[config.mk]
export PLATFORM = sky130hd
export DESIGN_NAME = joy_serializer
export DESIGN_NICKNAME = d
export VERILOG_FILES = /design/src/rtl/joy_serializer.sv
export SDC_FILE = /design/constraint.sdc
export NUM_CORES = 1
export LEC_CHECK = 0
export CAP_MARGIN = 0
export CORE_UTILIZATION = 58
export CTS_BUF_LIST = sky130_fd_sc_hd__clkbuf_8 sky130_fd_sc_hd__clkbuf_16
export CTS_CLUSTER_SIZE = 16
export DETAILED_ROUTE_END_ITERATION = 16
export HOLD_SLACK_MARGIN = 0.15
export PLACE_DENSITY = 0.81
export SKIP_LAST_GASP = 1
export SLEW_MARGIN = 0
export SYNTH_ARGS = -nofsm -noshare
export SYNTH_HDL_FRONTEND = slang
export SYNTH_SLANG_ARGS = --single-unit
[constraint.sdc]
create_clock -name clk -period 4.2 [get_ports clk]
set_clock_uncertainty 0.15 [all_clocks]
set_input_delay 0.84 -clock clk [delete_from_list [all_inputs] [get_ports clk]]
set_output_delay 0.84 -clock clk [all_outputs]
set_load 0.05 [all_outputs]
[src/rtl/joy_serializer.sv]
// joy_serializer
//   Responder end of the serial joystick link. Emulates the parallel-load
//   shift-register chain of the joystick adapter: two 6-button joystick states
//   are captured while joy_load_n is low and shifted out LSB-first on joy_data
//   on each rising edge of joy_clk.
//
//   Frame order (serial index 0 first):
//     0..5   joy1 {up,down,left,right,fire1,fire2}
//     6,7    FILL_BIT
//     8..13  joy2, same order
//     14..   FILL_BIT
//
// Ports:
//   clk          system clock
//   reset_n      synchronous active-low reset
//   joy1_n[5:0]  joystick 1, active low {fire2,fire1,right,left,down,up}
//   joy2_n[5:0]  joystick 2, same layout
//   joy_clk      shift clock from decoder (asynchronous to clk)
//   joy_load_n   parallel load from decoder, active low (asynchronous)
//   joy_data     serial data to decoder
//   frame_done   one-cycle pulse when CHAIN_BITS bits have been shifted
//   short_frame  one-cycle pulse when a load interrupts a partial frame
//
// Optional feature macro: JOYSER_DEBOUNCE_EN
//   Defined   : each parallel input is debounced over DEBOUNCE_CYCLES samples.
//   Undefined : each parallel input passes through one register stage.

module joy_serializer #(
  parameter int unsigned CHAIN_BITS      = 16,
  parameter logic        FILL_BIT        = 1'b1,
  parameter int unsigned DEBOUNCE_CYCLES = 1000
) (
  input  logic       clk,
  input  logic       reset_n,
  input  logic [5:0] joy1_n,
  input  logic [5:0] joy2_n,
  input  logic       joy_clk,
  input  logic       joy_load_n,
  output logic       joy_data,
  output logic       frame_done,
  output logic       short_frame
);

  localparam int unsigned CW = $clog2(CHAIN_BITS + 1);

  typedef enum logic [1:0] {IDLE, LOAD, SHIFT, DONE} state_t;

  // Synchronizers reset to 1 (clock high, load inactive) so that leaving
  // reset never produces a spurious shift edge or load.
  logic clk_s1_q, clk_s2_q, clk_s3_q;
  logic load_s1_q, load_s2_q;
  logic clk_rise;

  always_ff @(posedge clk) begin
    if (!reset_n) begin
      clk_s1_q  <= 1'b1;
      clk_s2_q  <= 1'b1;
      clk_s3_q  <= 1'b1;
      load_s1_q <= 1'b1;
      load_s2_q <= 1'b1;
    end else begin
      clk_s1_q  <= joy_clk;
      clk_s2_q  <= clk_s1_q;
      clk_s3_q  <= clk_s2_q;
      load_s1_q <= joy_load_n;
      load_s2_q <= load_s1_q;
    end
  end

  assign clk_rise = clk_s2_q & ~clk_s3_q;

  // Parallel input conditioning; cap holds {joy2_n, joy1_n} as seen by LOAD.
  logic [11:0] raw;
  logic [11:0] cap;

  assign raw = {joy2_n, joy1_n};

`ifdef JOYSER_DEBOUNCE_EN
  localparam int unsigned DW = $clog2(DEBOUNCE_CYCLES + 1);

  logic [11:0]   pend_q, pend_d;
  logic [11:0]   stab_q, stab_d;
  logic [DW-1:0] dcnt_q [12];
  logic [DW-1:0] dcnt_d [12];

  // dcnt counts consecutive samples equal to pend (the first differing
  // sample counts as one); stab follows pend once the count is reached.
  always_comb begin
    pend_d = pend_q;
    stab_d = stab_q;
    dcnt_d = dcnt_q;
    for (int unsigned i = 0; i < 12; i++) begin
      if (raw[i] != pend_q[i]) begin
        pend_d[i] = raw[i];
        dcnt_d[i] = DW'(1);
      end else if (dcnt_q[i] != DW'(DEBOUNCE_CYCLES)) begin
        dcnt_d[i] = dcnt_q[i] + DW'(1);
      end
      if (dcnt_d[i] == DW'(DEBOUNCE_CYCLES)) stab_d[i] = pend_d[i];
    end
  end

  always_ff @(posedge clk) begin
    if (!reset_n) begin
      pend_q <= '1;
      stab_q <= '1;
      for (int unsigned i = 0; i < 12; i++) dcnt_q[i] <= '0;
    end else begin
      pend_q <= pend_d;
      stab_q <= stab_d;
      for (int unsigned i = 0; i < 12; i++) dcnt_q[i] <= dcnt_d[i];
    end
  end

  assign cap = stab_q;
`else
  logic [11:0] in_q;

  always_ff @(posedge clk) begin
    if (!reset_n) in_q <= '1;
    else          in_q <= raw;
  end

  assign cap = in_q;
`endif

  // Parallel image of the chain as the adapter's shift registers would hold it.
  logic [CHAIN_BITS-1:0] sr_load;

  always_comb begin
    sr_load = {CHAIN_BITS{FILL_BIT}};
    for (int unsigned i = 0; i < 6; i++) begin
      sr_load[i] = cap[i];
      if (8 + i < CHAIN_BITS) sr_load[8+i] = cap[6+i];
    end
  end

  state_t                state_q, state_d;
  logic [CHAIN_BITS-1:0] sr_q, sr_d;
  logic [CW-1:0]         cnt_q, cnt_d;
  logic                  fd_q, fd_d;
  logic                  sf_q, sf_d;
  logic [CHAIN_BITS-1:0] sr_shift;

  assign sr_shift = {FILL_BIT, sr_q[CHAIN_BITS-1:1]};

  always_comb begin
    state_d = state_q;
    sr_d    = sr_q;
    cnt_d   = cnt_q;
    fd_d    = 1'b0;
    sf_d    = 1'b0;
    case (state_q)
      IDLE: begin
        if (!load_s2_q) begin
          state_d = LOAD;
          sr_d    = sr_load;
          cnt_d   = '0;
        end
      end
      LOAD: begin
        sr_d  = sr_load;
        cnt_d = '0;
        if (load_s2_q) state_d = SHIFT;
      end
      SHIFT: begin
        // The completing edge takes priority over a coincident load so the
        // frame is reported done; the load is then taken from DONE.
        if (clk_rise && cnt_q == CW'(CHAIN_BITS - 1)) begin
          sr_d    = sr_shift;
          cnt_d   = CW'(CHAIN_BITS);
          fd_d    = 1'b1;
          state_d = DONE;
        end else if (!load_s2_q) begin
          state_d = LOAD;
          sr_d    = sr_load;
          cnt_d   = '0;
          sf_d    = (cnt_q != '0);
        end else if (clk_rise) begin
          sr_d  = sr_shift;
          cnt_d = cnt_q + CW'(1);
        end
      end
      DONE: begin
        if (!load_s2_q) begin
          state_d = LOAD;
          sr_d    = sr_load;
          cnt_d   = '0;
        end else if (clk_rise) begin
          sr_d = sr_shift;
        end
      end
      default: state_d = IDLE;
    endcase
  end

  always_ff @(posedge clk) begin
    if (!reset_n) begin
      state_q <= IDLE;
      sr_q    <= {CHAIN_BITS{FILL_BIT}};
      cnt_q   <= '0;
      fd_q    <= 1'b0;
      sf_q    <= 1'b0;
    end else begin
      state_q <= state_d;
      sr_q    <= sr_d;
      cnt_q   <= cnt_d;
      fd_q    <= fd_d;
      sf_q    <= sf_d;
    end
  end

  assign joy_data    = sr_q[0];
  assign frame_done  = fd_q;
  assign short_frame = sf_q;

endmodule

==> Yosys cells after proc, flatten, opt, wreduce, memory -nomap -nowiden <==
Cells that the tools add are included.
W data, S select, Z words.
{ "op_classes": {"eq_ne": 8, "n_mux": 15, "n_bitwise": 4, "n_reduce_logical": 7, "n_addsub": 1} }
{ "ops": {"columns": ["operator", "n"], "rows": [
  ["$mux W16", 4],
  ["$pmux W16 S4", 1],
  ["$mux W5", 4],
  ["$pmux W5 S3", 1],
  ["$mux W2", 3],
  ["$ne A2 B2 Y1 const B", 3],
  ["$pmux W2 S3", 1],
  ["$add A5 B1 Y5 const B", 1],
  ["$eq A5 B4 Y1 const B", 1],
  ["$reduce_bool A5 Y1", 1],
  ["$eq A2 B2 Y1 const B", 2],
  ["$ne A4 B4 Y1 const B", 1],
  ["$reduce_and A2 Y1", 2],
  ["$reduce_or A4 Y1", 1],
  ["$not A1 Y1", 3],
  ["$eq A2 B1 Y1 const B", 1],
  ["$logic_not A2 Y1", 1],
  ["$reduce_or A2 Y1", 1],
  ["$and A1 B1 Y1", 1],
  ["$logic_and A1 B1 Y1", 1],
  ["$mux W1", 1]
]} }
{ "word_totals": {"reg_bits": 42, "elab_cells": 46, "out_inout_bits": 3, "input_bits": 16} }

==> Longest topological paths before layout <==
Gate-level depths: netlist of the first run.
{ "logic_depth": {"depth_word": 6, "depth_mapped": 8, "mapped_depth_nobuf": 7} }

==> Least setup slack after synthesis of the first run <==
No wires, ideal clock.
{ "synth_timing": {"path_type": "reg-to-reg", "start": "reg cnt_q[0]", "end": "reg sr_q[0]", "required_ns": 3.919, "period_less_slack_ns": 1.895, "n_path_buf": 2, "setup_time_ns": 0.131, "stages_incl_launch_ff": 9, "t_arrival_ns": 1.614, "setup_slack_ns": 2.305, "cell_sequence": "dfxtp_1 -> ha_1 -> and3_1 -> ha_1 -> and3_1 -> buf_2 -> buf_6 -> a221oi_1 -> o22ai_1"} }
{ "synth_between": {"elab_chain_cells": 4} }
{ "synth_lines": {"columns": ["element", "line_no", "source"], "rows": [
  ["start: declaration", "140", "logic [CW-1:0] cnt_q, cnt_d;"],
  ["start signal: assignment", "207", "cnt_q <= cnt_d;"],
  ["$eq A5 B4 Y1", "169", "if (clk_rise && cnt_q == CW'(CHAIN_BITS - 1)) begin"],
  ["$logic_and A1 B1 Y1", "169", null],
  ["$mux W16", "169", null],
  ["$pmux W16 S4", "153", "case (state_q)"],
  ["end signal: assignment", "200", "sr_q <= {CHAIN_BITS{FILL_BIT}};"],
  ["end signal: assignment", "206", "sr_q <= sr_d;"],
  ["end: declaration", "139", "logic [CHAIN_BITS-1:0] sr_q, sr_d;"]
]} }
No other way between the ends.
A chain may end at the register's enable or synchronous reset.

==> results of run 1 <==
==> power by group through the flow <==
stage,registers (uW),logic (uW),clock network [uW]
2_1_floorplan,439,75.5,0
3_3_place_gp,443,97.5,0
3_5_place_dp,445,102,0
4_1_cts,436,103,244
5_1_grt,439,114,262
6_report,436,103,241
==> synth_stat cells, types with 3 or more instances <==
library cell | number | area (sq um)
nand3_1 | 3 | 15.0
inv_1 | 5 | 18.8
buf_2 | 5 | 25.0
buf_6 | 3 | 33.8
ha_1 | 8 | 100
nand2_1 | 9 | 33.8
mux2_2 | 12 | 135
nand2b_1 | 19 | 119
a221oi_1 | 12 | 105
o22ai_1 | 12 | 75.1
a211o_1 | 3 | 26.3
clkbuf_1 | 3 | 11.3
dfxtp_1 | 42 | 841
nor2_1 | 18 | 67.6
o21ai_0 | 4 | 20.0
nor3b_1 | 3 | 22.5
o211ai_1 | 3 | 22.5
mux2i_1 | 13 | 130
==> sequential cells by signal, summed over array words and instances (netlist names), 2 cells and up <==
signal	cells
state_q	2
cnt_q	5
sr_q	16
cap	12
==> worst paths after layout <==
path	startpoint	endpoint	slack, ps	cells after the start
worst max-delay path	reset_n	sr_q[5]$_SDFFE_PN1P_	1470	5
worst min-delay path	clk_s1_q$_SDFF_PN1_	clk_s2_q$_SDFF_PN1_	260	1
worst min register to register	clk_s1_q$_SDFF_PN1_	clk_s2_q$_SDFF_PN1_	260	1
worst max register to register	cnt_q[1]$_SDFFE_PN0P_	sr_q[3]$_SDFFE_PN1P_	1830	6
==> through the flow <==
| stage | hold slack (ps) | cell area (sq um) | std cells | util | power (uW) |
|---|---|---|---|---|---|
| floorplan | 236 | 1990 | 201 | - | 515 |
| global placement | 239 | 2150 | 251 | 0.682 | 540 |
| detailed placement | 245 | 2150 | 251 | 0.682 | 546 |
| CTS | 263 | 2230 | 258 | 0.706 | 783 |
| global route | 278 | 2230 | 258 | 0.706 | 815 |
| finish | 260 | 2230 | 258 | 0.706 | 781 |
==> layer usage <==
layer	GRT usage	up-vias	share of wire
li1	-	751	-
met1	0.319	745	0.43
met2	0.399	55	0.49
met3	0.0938	8	0.066
met4	0.114	0	0.020
met5	0	-	0
==> logic make-up (layout without fill, tap and decap cells) <==
family / Yosys count / after routing / share of synthesized area
mux: 25 / 25 / 0.133
buf+inv: 18 / 31 / 0.0503
simple gates: 62 / 62 / 0.169
xor+xnor: 2 / 2 / 0.00881
flops: 42 / 42 / 0.423
compound gates: 44 / 44 / 0.165
fa+ha+maj: 8 / 8 / 0.0503
==> layout make-up <==
| class | count | area share |
|---|---|---|
| Clock buffer | 5 | 0.0309 |
| Clock inverter | 2 | 0.00337 |
| Inverter | 5 | 0.00843 |
| Multi-Input combinational cell | 141 | 0.470 |
| Sequential cell | 42 | 0.378 |
| Tap cell | 44 | 0.0247 |
| Timing Repair Buffer | 19 | 0.0843 |
==> critical path, stage by stage <==
cell and delay [ps]:
clkdlybuf4s50_1 820, buf_4 300, nand3_1 380, nor2_1 280
o22ai_1 100
==> cell usage in the layout, fill, tap and decap left out, drive strengths merged, types with 2 or more instances in the layout <==
cell type and count:
dfxtp 42, nand2b 19, nor2 18, clkdlybuf4s50 18, mux2i 13, mux2 12, a221oi 12, o22ai 12
nand2 9, ha 8, inv 7, o21ai 6, clkbuf 5, nand3 3, o211ai 3, nor3b 3
a211o 3, nor2b 3, and3 2, a21oi 2, o31ai 2
==> impl_metrics.yaml, run 1 <==
outcome:
  status: "finished clean"
clock_tree:
  clock_latency_ps: 300
  htree_num_levels: 2
  cts_sinks: 42
  clk_transition_reported_paths_ps: 70
  cts_tree: "yes"
  post_cts_resized: 0
  clock-root-buffer: "clkbuf_8"
  hold_buffers: 0
  cts_setup_buffers: 0
  cts_made_buffers: 5
  cts_max_path_buffers: 2
timing:
  fin_crit_sh: 0.650
  min_period_ps: 2730
  finalHoldViolCount: 0
  setup_violations: 0
  setup_ws_ps: 1470
  slew_viol_final: 0
  fmaxAchievable_ghz: 0.366
  tightest_slew_ps: 1080
  rsz0062_at_grt: "false"
  fin_setup_tns_ps: 0
  slew_headroom: 0.281
place:
  dpl_worst_slack_ps: 1230
  io_buffers: 18
  dp_hpwl_um: 2680
  gp_congestion: 0.718
synth:
  syn_area_sq_um: 1990
  synth_edf_count: 0
  ys_warn_count: 0
  async_flop_share: 0
  syn_nets: 225
  post_synth_num_cell_types: 38
  ys.flop_type: "dfxtp_1"
  syn_avg_cell_area_sq_um: 9.89
  yosysSeqAreaShare: 0.423
  synth_seq_cells: 42
  syn_inst: 201
route:
  first_iter_violations: 134
  drc: 0
  drt-total-wl_um: 4030
  vias_per_cell: 6.04
  vias: 1559
  detail_route.wl_per_cell_um: 15.6
  postRouteAntennaNets: 0
  firstDrtPassIters: 4
worst_setup_path:
  setup.worst_path.start_class: "input port"
  required_ps: 4200
  worst-path-max-fanout: 15
  end_kind: "register"
  arrival_ps: 2730
  worstSetupPathType: "input port to register"
cells_and_area:
  seq_area_sq_um: 841
  area_growth_pct: 12.0
  multi_input_area_sq_um: 1050
  drive_above_1_share: 0.0935
  antenna_cells: 0
  fillers: 267
  final_nets: 238
global_routing:
  track_usage: 0.256
  grt-ovfl-total: 0
  grt_first_pass_wirelength_um: 6730
  grt_max_degree: 25
  grt_antenna_before_repair: 0
  grt_pass1_vias: 1463
pwr:
  p_leak_uw: 0.000868
  powerDensity_nw_per_um2: 351
  p_seq_frac: 0.558
  p_sw_frac: 0.259
  p_sw_uw: 202
  comb_power_share: 0.132
  intPower_uw: 579
  power_frac_clock: 0.309
  peakVddDrop_uv: 266
worst_hold_path:
  min_path_type: "register to register"
die:
  die_h_um: 60.5
  core_sq_um: 3150
  die_area_sq_um: 3670
  num_rows: 20
  die-width_um: 60.5
  pin_count: 19
  start_util: 0.631
flow_run:
  maxCapViolCount: 0
Power figures use the tool's default switching activity.
==> inputs of run 2 (changes only) <==
Settings changed: CORE_UTILIZATION 58 to 56, PLACE_DENSITY 0.81 to 0.78.
Clock period 4.2 ns to 2.6 ns, I/O delays scaled along.
==> run 2 against run 1 <==
Against the previous run:
- cell area is 3.3% higher
- worst hold slack improved by 8.8 ps
- clock power up 110%
- wire length grew 3.2%
- critical path depth shrank 4
- combinational power is 72% higher
- setup slack got worse by 1000 ps
- sequential share of layout area decreased by 1.2 points
- final cell count grew 3.1%
- core utilization shrank 2.2 points
- register-to-register slack got worse by 1300 ps
- critical endpoint is now joy_data
- count of clock-buffer cells in the layout did not move
==> impl_metrics.yaml, run 2 (synthesized netlist as in run 1, its figures left out) <==
cells_and_area:
  top_register: "sr_q"
  fillers: 300
  final_cell_mix: "42 x dfxtp_1, 19 x nand2b_1, 18 x nor2_1, 18 x clkdlybuf4s50_1, 13 x mux2i_1"
  antenna_cells: 0
  multi_input_area_sq_um: 1050
  area_growth_pct: 15.7
  fin_area_sq_um: 2300
  final_cells: 266
  final_common_cell: "dfxtp_1"
  drive_above_1_share: 0.123
  seq_area_sq_um: 841
  largest_reg_flops: 16
  final_nets: 243
flow_run:
  maxCapViolCount: 0
clock_tree:
  post_cts_resized: 0
  cts_max_path_buffers: 2
  clk_transition_reported_paths_ps: 80
  cts_setup_buffers: 0
  clock-root-buffer: "clkbuf_8"
  clock_latency_ps: 300
  htree_num_levels: 2
  cts_tree: "yes"
  hold_buffers: 0
  cts_made_buffers: 5
  cts_sinks: 42
timing:
  slew_viol_final: 0
  finalHoldViolCount: 0
  rsz0062_at_grt: "false"
  setup_ws_ps: 466
  tightest_slew_ps: 693
  setup_violations: 0
  fmaxAchievable_ghz: 0.469
  fin_setup_tns_ps: 0
  min_period_ps: 2130
  slew_headroom: 0.538
  fin_crit_sh: 0.821
route:
  vias: 1577
  first_iter_violations: 80
  drt-total-wl_um: 4160
  vias_per_cell: 5.93
  postRouteAntennaNets: 0
  detail_route.wl_per_cell_um: 15.6
  drc: 0
  firstDrtPassIters: 4
worst_setup_path:
  worst_path_dominant_cell_family: "buffers and inverters"
  setup.worst_path.start_class: "register"
  r2r-start: "cnt_q[1]$_SDFFE_PN0P_"
  critical_path_buf_inv_count: 1
  slowest_delay_ps: 810
  setup.worst_path.start: "sr_q[0]$_SDFFE_PN1P_"
  worstSetupPathType: "register to primary output"
  worstPathCellList: "clkdlybuf4s50_1"
  arrival_ps: 1460
  critPathSlowestCell: "clkdlybuf4s50_1"
  end_kind: "primary output"
  worst-path-max-fanout: 3
  r2r_setup_slack_ps: 520
  required_ps: 1930
worst_hold_path:
  min_path_type: "register to register"
  hold_start: "clk_s1_q$_SDFF_PN1_"
place:
  dpl_worst_slack_ps: 344
  dp_hpwl_um: 2830
  io_buffers: 18
  gp_congestion: 0.790
  place_inst: 258
  dpl_cell_area_sq_um: 2190
outcome:
  status: "finished clean"
pwr:
  p_leak_uw: 0.000900
  powerDensity_nw_per_um2: 604
  peakVddDrop_uv: 440
  power_uw: 1390
die:
  die-width_um: 61.6
  die_h_um: 61.6
  pin_count: 19
  core_sq_um: 3360
  start_util: 0.591
  die_area_sq_um: 3790
  num_rows: 21
global_routing:
  grt_pass1_vias: 1488
  grt_antenna_before_repair: 0
  met2_usage: 0.390
  use_met3: 0.0714
  grt_first_pass_wirelength_um: 6610
  use_met1: 0.306
  track_usage: 0.245
  grt_max_degree: 19
  grt-ovfl-total: 0
  grt_busiest_layer: "met2"
run 2: area by class of cell:
type / count / area share
clock buffer: 5 / 0.0299
clock inverter: 3 / 0.0180
inverter: 5 / 0.00816
multi-input combinational: 141 / 0.455
sequential: 42 / 0.366
tap: 46 / 0.0250
timing repair buffer: 24 / 0.0979
run 2: report_power, final:
part | total (uW) | leakage, uW | switching, uW | internal (uW)
clock | 508 | 0.0000556 | 226 | 283
sequential | 704 | 0.000345 | 29.1 | 674
combinational | 177 | 0.000499 | 89.9 | 86.7
run 2: stage by stage:
stage | hold WS, ps | utilization
after floorplan | 236 | -
after global placement | 243 | 0.651
after detailed placement | 242 | 0.651
after CTS | 268 | 0.684
after global routing | 288 | 0.684
final | 269 | 0.684
run 2: path summary, 6_finish.rpt:
path | cells past startpoint | to
worst min-delay path | 1 | clk_s2_q$_SDFF_PN1_
worst max register to register | 6 | sr_q[9]$_SDFFE_PN1P_
worst max-delay path | 1 | joy_data
worst min register to register | 1 | clk_s2_q$_SDFF_PN1_
run 2: layer usage:
layer  part of all wire  up-vias
met3              0.043        6
met1               0.44      769
met2               0.50       38
met4              0.015        0
li1                   -      764
met5                  0        -
